`src/rtl/avmm_arb_pkg.sv`:
```
// Shared definitions for the two-master Avalon-MM GPIO arbiter: FSM states, response codes, tie-break helper.
package avmm_arb_pkg;

    typedef enum logic [1:0] {
        ST_IDLE   = 2'd0,
        ST_GRANT0 = 2'd1,
        ST_GRANT1 = 2'd2,
        ST_ERR    = 2'd3
    } arb_state_e;

    localparam logic [1:0] RESP_OKAY   = 2'b00;
    localparam logic [1:0] RESP_SLVERR = 2'b10;

    // Returns 1 when m1 should take the next grant; on a tie the master not served last wins.
    function automatic logic rr_pick_m1(input logic req0, input logic req1, input logic last_m1);
        return req1 && (!req0 || !last_m1);
    endfunction

endpackage

```
`src/rtl/avmm_arb_watchdog.sv`:
```
// Slave-stall watchdog: counts stalled grant cycles, flags expiry on the TIMEOUT-th one.
// Latency: expired is combinational in the cycle the count would reach TIMEOUT.
// Backpressure: none; it only observes the stall qualifier.
module avmm_arb_watchdog #(
    parameter int TIMEOUT = 255
) (
    input  logic clk_clk,
    input  logic reset_reset_n,
    input  logic enable,
    input  logic clear,
    output logic expired
);
    localparam int CNT_W = $clog2(TIMEOUT + 1);
    localparam logic [CNT_W-1:0] CNT_ONE  = CNT_W'(1);
    localparam logic [CNT_W-1:0] CNT_LAST = CNT_W'(TIMEOUT - 1);

    logic [CNT_W-1:0] cnt_q, cnt_d;

    always_comb begin
        cnt_d = cnt_q;
        if (clear) begin
            cnt_d = '0;
        end else if (enable) begin
            cnt_d = cnt_q + CNT_ONE;
        end
    end

    // Asserted while the current stalled cycle is the TIMEOUT-th in a row.
    assign expired = enable && (cnt_q == CNT_LAST);

    always_ff @(posedge clk_clk) begin
        if (!reset_reset_n) begin
            cnt_q <= '0;
        end else begin
            cnt_q <= cnt_d;
        end
    end

endmodule

```
`src/rtl/avmm_gpio_arbiter.sv`:
```
// Round-robin arbiter sharing one GPIO Avalon-MM slave between the CPU (m0, lockable) and an I2C bridge (m1).
// Latency: one grant cycle then one slave cycle per transfer (2 cycles min); stalls abort to SLVERR after TIMEOUT.
// Backpressure: slave waitrequest passes through to the granted master; the other master is held in waitrequest.
module avmm_gpio_arbiter
    import avmm_arb_pkg::*;
#(
    parameter int ADDR_W   = 8,
    parameter int TIMEOUT  = 255,
    parameter int LOCK_MAX = 4
) (
    input  logic              clk_clk,
    input  logic              reset_reset_n,

    input  logic [ADDR_W-1:0] m0_address,
    input  logic              m0_read,
    input  logic              m0_write,
    input  logic [31:0]       m0_writedata,
    input  logic              m0_lock,
    output logic [31:0]       m0_readdata,
    output logic              m0_waitrequest,
    output logic [1:0]        m0_response,

    input  logic [ADDR_W-1:0] m1_address,
    input  logic              m1_read,
    input  logic              m1_write,
    input  logic [31:0]       m1_writedata,
    output logic [31:0]       m1_readdata,
    output logic              m1_waitrequest,
    output logic [1:0]        m1_response,

    output logic [ADDR_W-1:0] s_address,
    output logic              s_read,
    output logic              s_write,
    output logic [31:0]       s_writedata,
    input  logic [31:0]       s_readdata,
    input  logic              s_waitrequest
);
    localparam int LCK_W = $clog2(LOCK_MAX + 1);
    localparam logic [LCK_W-1:0] LCK_ONE = LCK_W'(1);

    arb_state_e       state_q, state_d;
    logic             last_q, last_d;
    logic             err_mst_q, err_mst_d;
    logic [LCK_W-1:0] lock_cnt_q, lock_cnt_d;

    logic req0, req1;
    logic in_grant, gnt_m1;
    logic g_read, g_write, g_req, g_bad;
    logic complete, stall, lock_hold;
    logic wd_clear, wd_expired;

    always_comb begin
        req0      = m0_read | m0_write;
        req1      = m1_read | m1_write;
        in_grant  = (state_q == ST_GRANT0) || (state_q == ST_GRANT1);
        gnt_m1    = (state_q == ST_GRANT1);
        g_read    = gnt_m1 ? m1_read  : m0_read;
        g_write   = gnt_m1 ? m1_write : m0_write;
        g_req     = g_read | g_write;
        g_bad     = g_read & g_write;
        complete  = in_grant && g_req && !g_bad && !s_waitrequest;
        stall     = in_grant && g_req && !g_bad && s_waitrequest;
        lock_hold = (state_q == ST_GRANT0) && m0_lock && ((int'(lock_cnt_q) + 1) < LOCK_MAX);
    end

    always_comb begin
        state_d    = state_q;
        last_d     = last_q;
        err_mst_d  = err_mst_q;
        lock_cnt_d = lock_cnt_q;
        case (state_q)
            ST_IDLE: begin
                if (req0 || req1) begin
                    last_d  = rr_pick_m1(req0, req1, last_q);
                    state_d = last_d ? ST_GRANT1 : ST_GRANT0;
                end
            end
            ST_GRANT0, ST_GRANT1: begin
                // A dropped request is a master protocol error: abandon silently.
                if (!g_req) begin
                    state_d = ST_IDLE;
                end else if (g_bad || wd_expired) begin
                    state_d   = ST_ERR;
                    err_mst_d = gnt_m1;
                end else if (complete) begin
                    if (lock_hold) begin
                        lock_cnt_d = lock_cnt_q + LCK_ONE;
                    end else begin
                        state_d = ST_IDLE;
                    end
                end
            end
            ST_ERR: begin
                state_d = ST_IDLE;
            end
            default: begin
                state_d = ST_IDLE;
            end
        endcase
        if (state_d == ST_IDLE) begin
            lock_cnt_d = '0;
        end
    end

    assign wd_clear = complete || (state_d != state_q);

    avmm_arb_watchdog #(
        .TIMEOUT(TIMEOUT)
    ) u_watchdog (
        .clk_clk       (clk_clk),
        .reset_reset_n (reset_reset_n),
        .enable        (stall),
        .clear         (wd_clear),
        .expired       (wd_expired)
    );

    always_comb begin
        s_address      = '0;
        s_read         = 1'b0;
        s_write        = 1'b0;
        s_writedata    = '0;
        m0_readdata    = '0;
        m0_waitrequest = 1'b1;
        m0_response    = RESP_OKAY;
        m1_readdata    = '0;
        m1_waitrequest = 1'b1;
        m1_response    = RESP_OKAY;
        if (in_grant) begin
            s_address   = gnt_m1 ? m1_address   : m0_address;
            s_writedata = gnt_m1 ? m1_writedata : m0_writedata;
            s_read      = g_read  & ~g_bad;
            s_write     = g_write & ~g_bad;
        end
        // An illegal read+write keeps the master waiting until the SLVERR cycle.
        case (state_q)
            ST_GRANT0: begin
                m0_waitrequest = g_bad | s_waitrequest;
                m0_readdata    = s_readdata;
            end
            ST_GRANT1: begin
                m1_waitrequest = g_bad | s_waitrequest;
                m1_readdata    = s_readdata;
            end
            ST_ERR: begin
                if (err_mst_q) begin
                    m1_waitrequest = 1'b0;
                    m1_response    = RESP_SLVERR;
                end else begin
                    m0_waitrequest = 1'b0;
                    m0_response    = RESP_SLVERR;
                end
            end
            default: begin
            end
        endcase
    end

    always_ff @(posedge clk_clk) begin
        if (!reset_reset_n) begin
            state_q    <= ST_IDLE;
            last_q     <= 1'b1;
            err_mst_q  <= 1'b0;
            lock_cnt_q <= '0;
        end else begin
            state_q    <= state_d;
            last_q     <= last_d;
            err_mst_q  <= err_mst_d;
            lock_cnt_q <= lock_cnt_d;
        end
    end

endmodule

```
`config.mk`:
```
export PLATFORM = sky130hd
export DESIGN_NAME = avmm_gpio_arbiter
export DESIGN_NICKNAME = d
export VERILOG_FILES = /design/src/rtl/avmm_arb_pkg.sv /design/src/rtl/avmm_arb_watchdog.sv /design/src/rtl/avmm_gpio_arbiter.sv
export SDC_FILE = /design/constraint.sdc
export NUM_CORES = 1
export LEC_CHECK = 0
export CAP_MARGIN = 20
export CORE_MARGIN = 4
export CORE_UTILIZATION = 33
export DETAILED_ROUTE_END_ITERATION = 10
export MAX_ROUTING_LAYER = met4
export PLACE_DENSITY = 0.89
export SLEW_MARGIN = 20
export SYNTH_ARGS = -nofsm -noshare
export SYNTH_HDL_FRONTEND = slang
export SYNTH_SLANG_ARGS = --single-unit
```
`constraint.sdc`:
```
create_clock -name clk_clk -period 6.4 [get_ports clk_clk]
set_clock_uncertainty 0.2 [all_clocks]
set_input_delay 1.28 -clock clk_clk [delete_from_list [all_inputs] [get_ports clk_clk]]
set_output_delay 1.28 -clock clk_clk [all_outputs]
set_load 0.02 [all_outputs]
```
Word level (Yosys, flattened, before mapping)
Cells that the tools add are included.
- register bits after elaboration: 15
- input port bits: 120
- output and inout bits: 112
- $add $sub $neg: 3
- $lt $le $gt $ge: 1
- equal/unequal tests: 5
- multiplexer cells: 25
- bitwise logic cells: 10
- reduce and logical (&&, ||, !) cells: 25
- operators with widths (operator ; number):
    two-way mux 32 bit ; 4
    two-way mux 2 bit ; 10
    two-way mux 8 bit ; 2
    adder 8 x 1 -> 8 bit (second input constant) ; 1
    == test 8 bit (second input constant) ; 1
    logical AND 1 bit ; 8
    two-way mux 1 bit ; 6
    one-hot mux 2 bit (3 select lines) ; 1
    OR reduction 2 bit ; 3
    logical OR 1 bit ; 5
    AND reduction 5 bit ; 1
    adder 3 x 1 -> 4 bit (second input constant) ; 1
    == test 2 bit (second input constant) ; 2
    zero test 1 bit ; 4
    zero test 2 bit ; 2
    < comparator 4 x 3 -> 1 bit (second input constant) ; 1
    bitwise OR 1 bit ; 4
    one-hot mux 1 bit (2 select lines) ; 2
    adder 3 x 1 -> 3 bit (second input constant) ; 1
    bitwise AND 1 bit ; 3
    inverter 1 bit ; 3
    AND reduction 3 bit ; 1
    == test 2 x 1 -> 1 bit (second input constant) ; 1
    inequality test 2 bit ; 1
    AND reduction 2 bit ; 1

Depth between registers and ports, before layout
- word-level depth: 14
- depth in mapped cells: 8

By module
From an unflattened synthesis, not the netlist that was laid out.
- cells, all modules: 288
- area total of the unflattened synthesis: 2063.2 µm²
- by module, submodules not included (module ; instances ; cells an instance ; area an instance (µm²)):
    avmm_gpio_arbiter ; 1 ; 246 ; 1694.1
    avmm_arb_watchdog ; 1 ; 42 ; 369.1

Worst setup path after synthesis
OpenSTA, ideal clock, no wires.
- kind: input port to output port
- start point: input port m1_write
- end point: output port m0_waitrequest
- arrival time: 1947 ps
- data required time: 4920 ps
- slack: 2973 ps
- stages: 3
- buffers on the path: 0
- cell sequence: nand3_1 o211ai_2 a211o_1
- longest elaborated chain between the ends: 4
- RTL lines (what ; line ; source):
    from (decl) ; avmm_gpio_arbiter.sv:25 ; input logic m1_write,
    two-way mux 1 bit ; avmm_gpio_arbiter.sv:58 ; g_write = gnt_m1 ? m1_write : m0_write;
    bitwise AND 1 bit ; avmm_gpio_arbiter.sv:60 ; g_bad = g_read & g_write;
    bitwise OR 1 bit ; avmm_gpio_arbiter.sv:137 ; m0_waitrequest = g_bad | s_waitrequest;
    one-hot mux 1 bit (2 select lines) ; avmm_gpio_arbiter.sv:135 ; case (state_q)
    to (decl) ; avmm_gpio_arbiter.sv:20 ; output logic m0_waitrequest,
No other way between the ends.

Worst setup path after layout
- start point: input port m0_write
- end point: output port m0_waitrequest
- longest elaborated chain between the ends: 4
- RTL lines (what ; line ; source):
    from (decl) ; avmm_gpio_arbiter.sv:16 ; input logic m0_write,
    two-way mux 1 bit ; avmm_gpio_arbiter.sv:58 ;
    bitwise AND 1 bit ; avmm_gpio_arbiter.sv:60 ;
    bitwise OR 1 bit ; avmm_gpio_arbiter.sv:137 ;
    one-hot mux 1 bit (2 select lines) ; avmm_gpio_arbiter.sv:135 ;
No other way between the ends.

==> impl_metrics.yaml <==
cts:
  cts-root-buf: "clkbuf_8"
  cts_buffer_depth: 2
  cts.htree.levels: 1
  cts_hold_buf: 0
  insertion_delay_ns: 0.25
  post_cts_buffers: 0
  cts_tree: "done"
  ctsResizeCount: 0
  path_clk_slew_ns: 0.07
  cts_made_buffers: 3
  cts.sink_count: 15
setup_path:
  rr_endpoint: "u_watchdog.cnt_q[4]"
  ff2ff_path_depth: 6
  cp.arrival_ns: 3.20
  timing.critical_path.mode_cell: "clkdlybuf4s50_1"
  crit_family: "buffers and inverters"
  cp_max_fo: 8
  critPathRequiredTime_ns: 4.92
  regToRegSetupSlack_ns: 3.10
  path_buf_inv: 2
  worstPathCellList: "clkdlybuf4s50_1 -> nand2_1 -> o211ai_2 -> a211o_1 -> clkdlybuf4s50_1"
  path_class: "input pin to primary output"
  setup.worst_path.start_class: "input pin"
  r2r_start: "state_q[0]"
  critPathMaxStageDelay_ns: 0.63
  crit_path_end_kind: "primary output"
  cp_slowest_cell: "clkdlybuf4s50_1"
synth:
  yosys.area.top_type_share_pct: 18.26
  yosys-top-cells-area: "mux2i_1, and2_1, dfxtp_1"
  synth_cells: 303
  ys_types: 49
  yosysWarnings: 0
  synth_top_area_cell: "mux2i_1"
  ys_ff_latch: 15
  avgSynthCellArea_um2: 7.780
  syn_area_mm2: 0.002357
  synth-seq-area-share_pct: 12.74
route:
  totalWireLength_um: 10440
  drc: 0
  via_per_inst: 4.866
  drtPass1Iterations: 4
  initialDrtViolationCount: 114
  ant_nets: 0
  vias: 2988
  post_drt_wl_per_cell_um: 17.01
sta:
  period_share_pct: 73.17
  fmax_mhz: 213.5
  rsz0062_at_grt: "no"
  fin_setup_tns_ns: 0
  tightest_slew_ns: 1.029
  period_needed_ns: 4.683
  relSlewSlack_pct: 31.37
  drv_slew: 0
  setup_viol: 0
  hold_viol: 0
global_routing:
  grt_max_degree: 46
  grt_pass1_wl_um: 15630
  grt-ovfl-total: 0
  grt_antenna_before_repair: 0
  grt_pass1_vias: 2960
  groute.usage.overall_pct: 23.48
cells_and_area:
  fin_cells: 614
  syn_to_final_growth_pct: 101.2
  layout-drive-gt1-share_pct: 4.633
  filler_cell_count: 577
  diodes: 0
  nets: 646
power_and_ir_drop:
  p_leak_uw: 0.001658
  powerDensity_mw_per_mm2: 166.2
  ir_drop_mv: 0.08384
place:
  dp_hpwl_um: 8968
  dp.cells: 610
  io_buffers: 229
  routabilityCongestion: 0.9013
floorplanning:
  initial_utilization_pct: 34.32
  die_area_mm2: 0.008559
  core_mm2: 0.006869
  die_width_um: 92.52
  rows: 30
  die_h_um: 92.52
  pin_count: 232
flow_run:
  maxCapViolCount: 0
min_path:
  hold_end: "lock_cnt_q[2]"
  hold_path_class: "flop to flop"
  hold_start: "lock_cnt_q[2]"
  hold_depth: 2
status:
  outcome: "finished, final reports clean"
==> state kept, by name, summed over array words and instances, names as in the netlist <==
register / count
u_watchdog.cnt_q: 8
state_q: 2
last_q: 1
lock_cnt_q: 3
err_mst_q: 1
==> final cells by class <==
type	instances	area [um^2]	share of cell area [%]
Multi-Input combinational cell	260	1943	40.97
Clock inverter	1	5.005	0.1055
Tap cell	96	120.1	2.532
Timing Repair Buffer	230	2300	48.48
Inverter	9	33.78	0.7122
Clock buffer	3	41.29	0.8705
Sequential cell	15	300.3	6.331
==> cell usage in the layout (no fill, tap or decap), types with 2 or more instances in the layout <==
cell and instances:
xnor2_1 8, o21a_1 2, nor3_1 5, nand4_1 2, dfxtp_1 15, nand2b_1 2
nand3_1 4, nor2_1 13, a21oi_1 3, o211ai_2 2, nor2b_1 42, inv_1 9
clkdlybuf4s50_1 229, nand2_1 13, mux2i_1 43, a211o_1 2, a211oi_1 4, ha_1 6
clkbuf_8 3, o21ai_0 2, nor4_1 2, nor3_2 8, o211ai_1 3, conb_1 2
o21ai_1 4, and2_1 66
==> kinds of logic after synthesis <==
kind of cell    share of synthesized area (%)
other cells                            0.1591
simple gates                            43.90
fa+ha+maj                               3.715
mux                                     18.26
buf+inv                                 5.520
flops                                   12.74
compound gates                          12.74
xor+xnor                                2.973
==> cells in the mapped netlist (all sizes together) <==
| cell | instances |
|---|---|
| o21ai | 6 |
| a21boi | 1 |
| conb | 1 |
| ha | 7 |
| a211o | 2 |
| buf | 8 |
| inv | 9 |
| a211oi | 4 |
| nor2 | 13 |
| o32a | 1 |
| nor2b | 42 |
| o2111ai | 2 |
| nand3 | 5 |
| clkbuf | 12 |
| nor3b | 1 |
| nand2b | 2 |
| o21a | 3 |
| o211ai | 5 |
| a31oi | 1 |
| or3 | 1 |
| dfxtp | 15 |
| and4b | 1 |
| or3b | 1 |
| xnor2 | 8 |
| a32oi | 1 |
| o21bai | 1 |
| and2 | 66 |
| nand4 | 3 |
| o32ai | 1 |
| nor3 | 13 |
| mux2i | 43 |
| nand3b | 1 |
| a2bb2oi | 1 |
| nand2 | 13 |
| and3 | 1 |
| a21oi | 3 |
| o22ai | 1 |
| a311oi | 1 |
| nor4 | 3 |
==> layer usage <==
layer	global-route usage, %	vias up	routed length [um]
met5	-	-	0
met4	4.332	0	110
met1	24.88	1368	3940
met2	45.02	154	5504
li1	-	1458	-
met3	4.793	8	888
==> worst register-to-register path, cell delays in order, from the launching register on <==
cell and delay, ns:
dfxtp_1 0.54, inv_1 0.20, ha_1 1.02, nand3_2 0.45
a2bb2oi_1 0.37, nand4_4 0.25, nor3_2 0.22
==> through the flow <==
stage	hold slack [ns]	instance area [um^2]	utilization, %	total power, uW	setup WS [ns]
final	0.2653	4743	69.05	788.4	1.717
after global routing	0.2813	4743	69.05	829.4	1.615
after CTS	0.2595	4743	69.05	792.0	1.728
after detailed placement	0.2501	4697	68.38	711.7	1.732
after global placement	0.2481	4697	68.38	702.1	1.801
after floorplan	0.2359	2361	-	427.3	2.973
==> power by group <==
group	internal, uW	switching (uW)	leakage [uW]
Sequential	97.1	7.77	0.000122
Combinational	302	301	0.00151
Clock	43.2	36.7	0.0000255
==> worst max path at each step <==
stage	to	from	cells past startpoint	slack, ns
after detailed placement	m0_waitrequest	m0_write	5	1.73
after floorplan	m0_waitrequest	m1_write	3	2.97
after global routing	m0_waitrequest	m0_write	5	1.62
final	m0_waitrequest	m0_write	5	1.72
after global placement	m0_waitrequest	m0_write	5	1.80
after CTS	m0_waitrequest	m0_write	5	1.73
No activity file was read; power rests on OpenSTA's default activity.
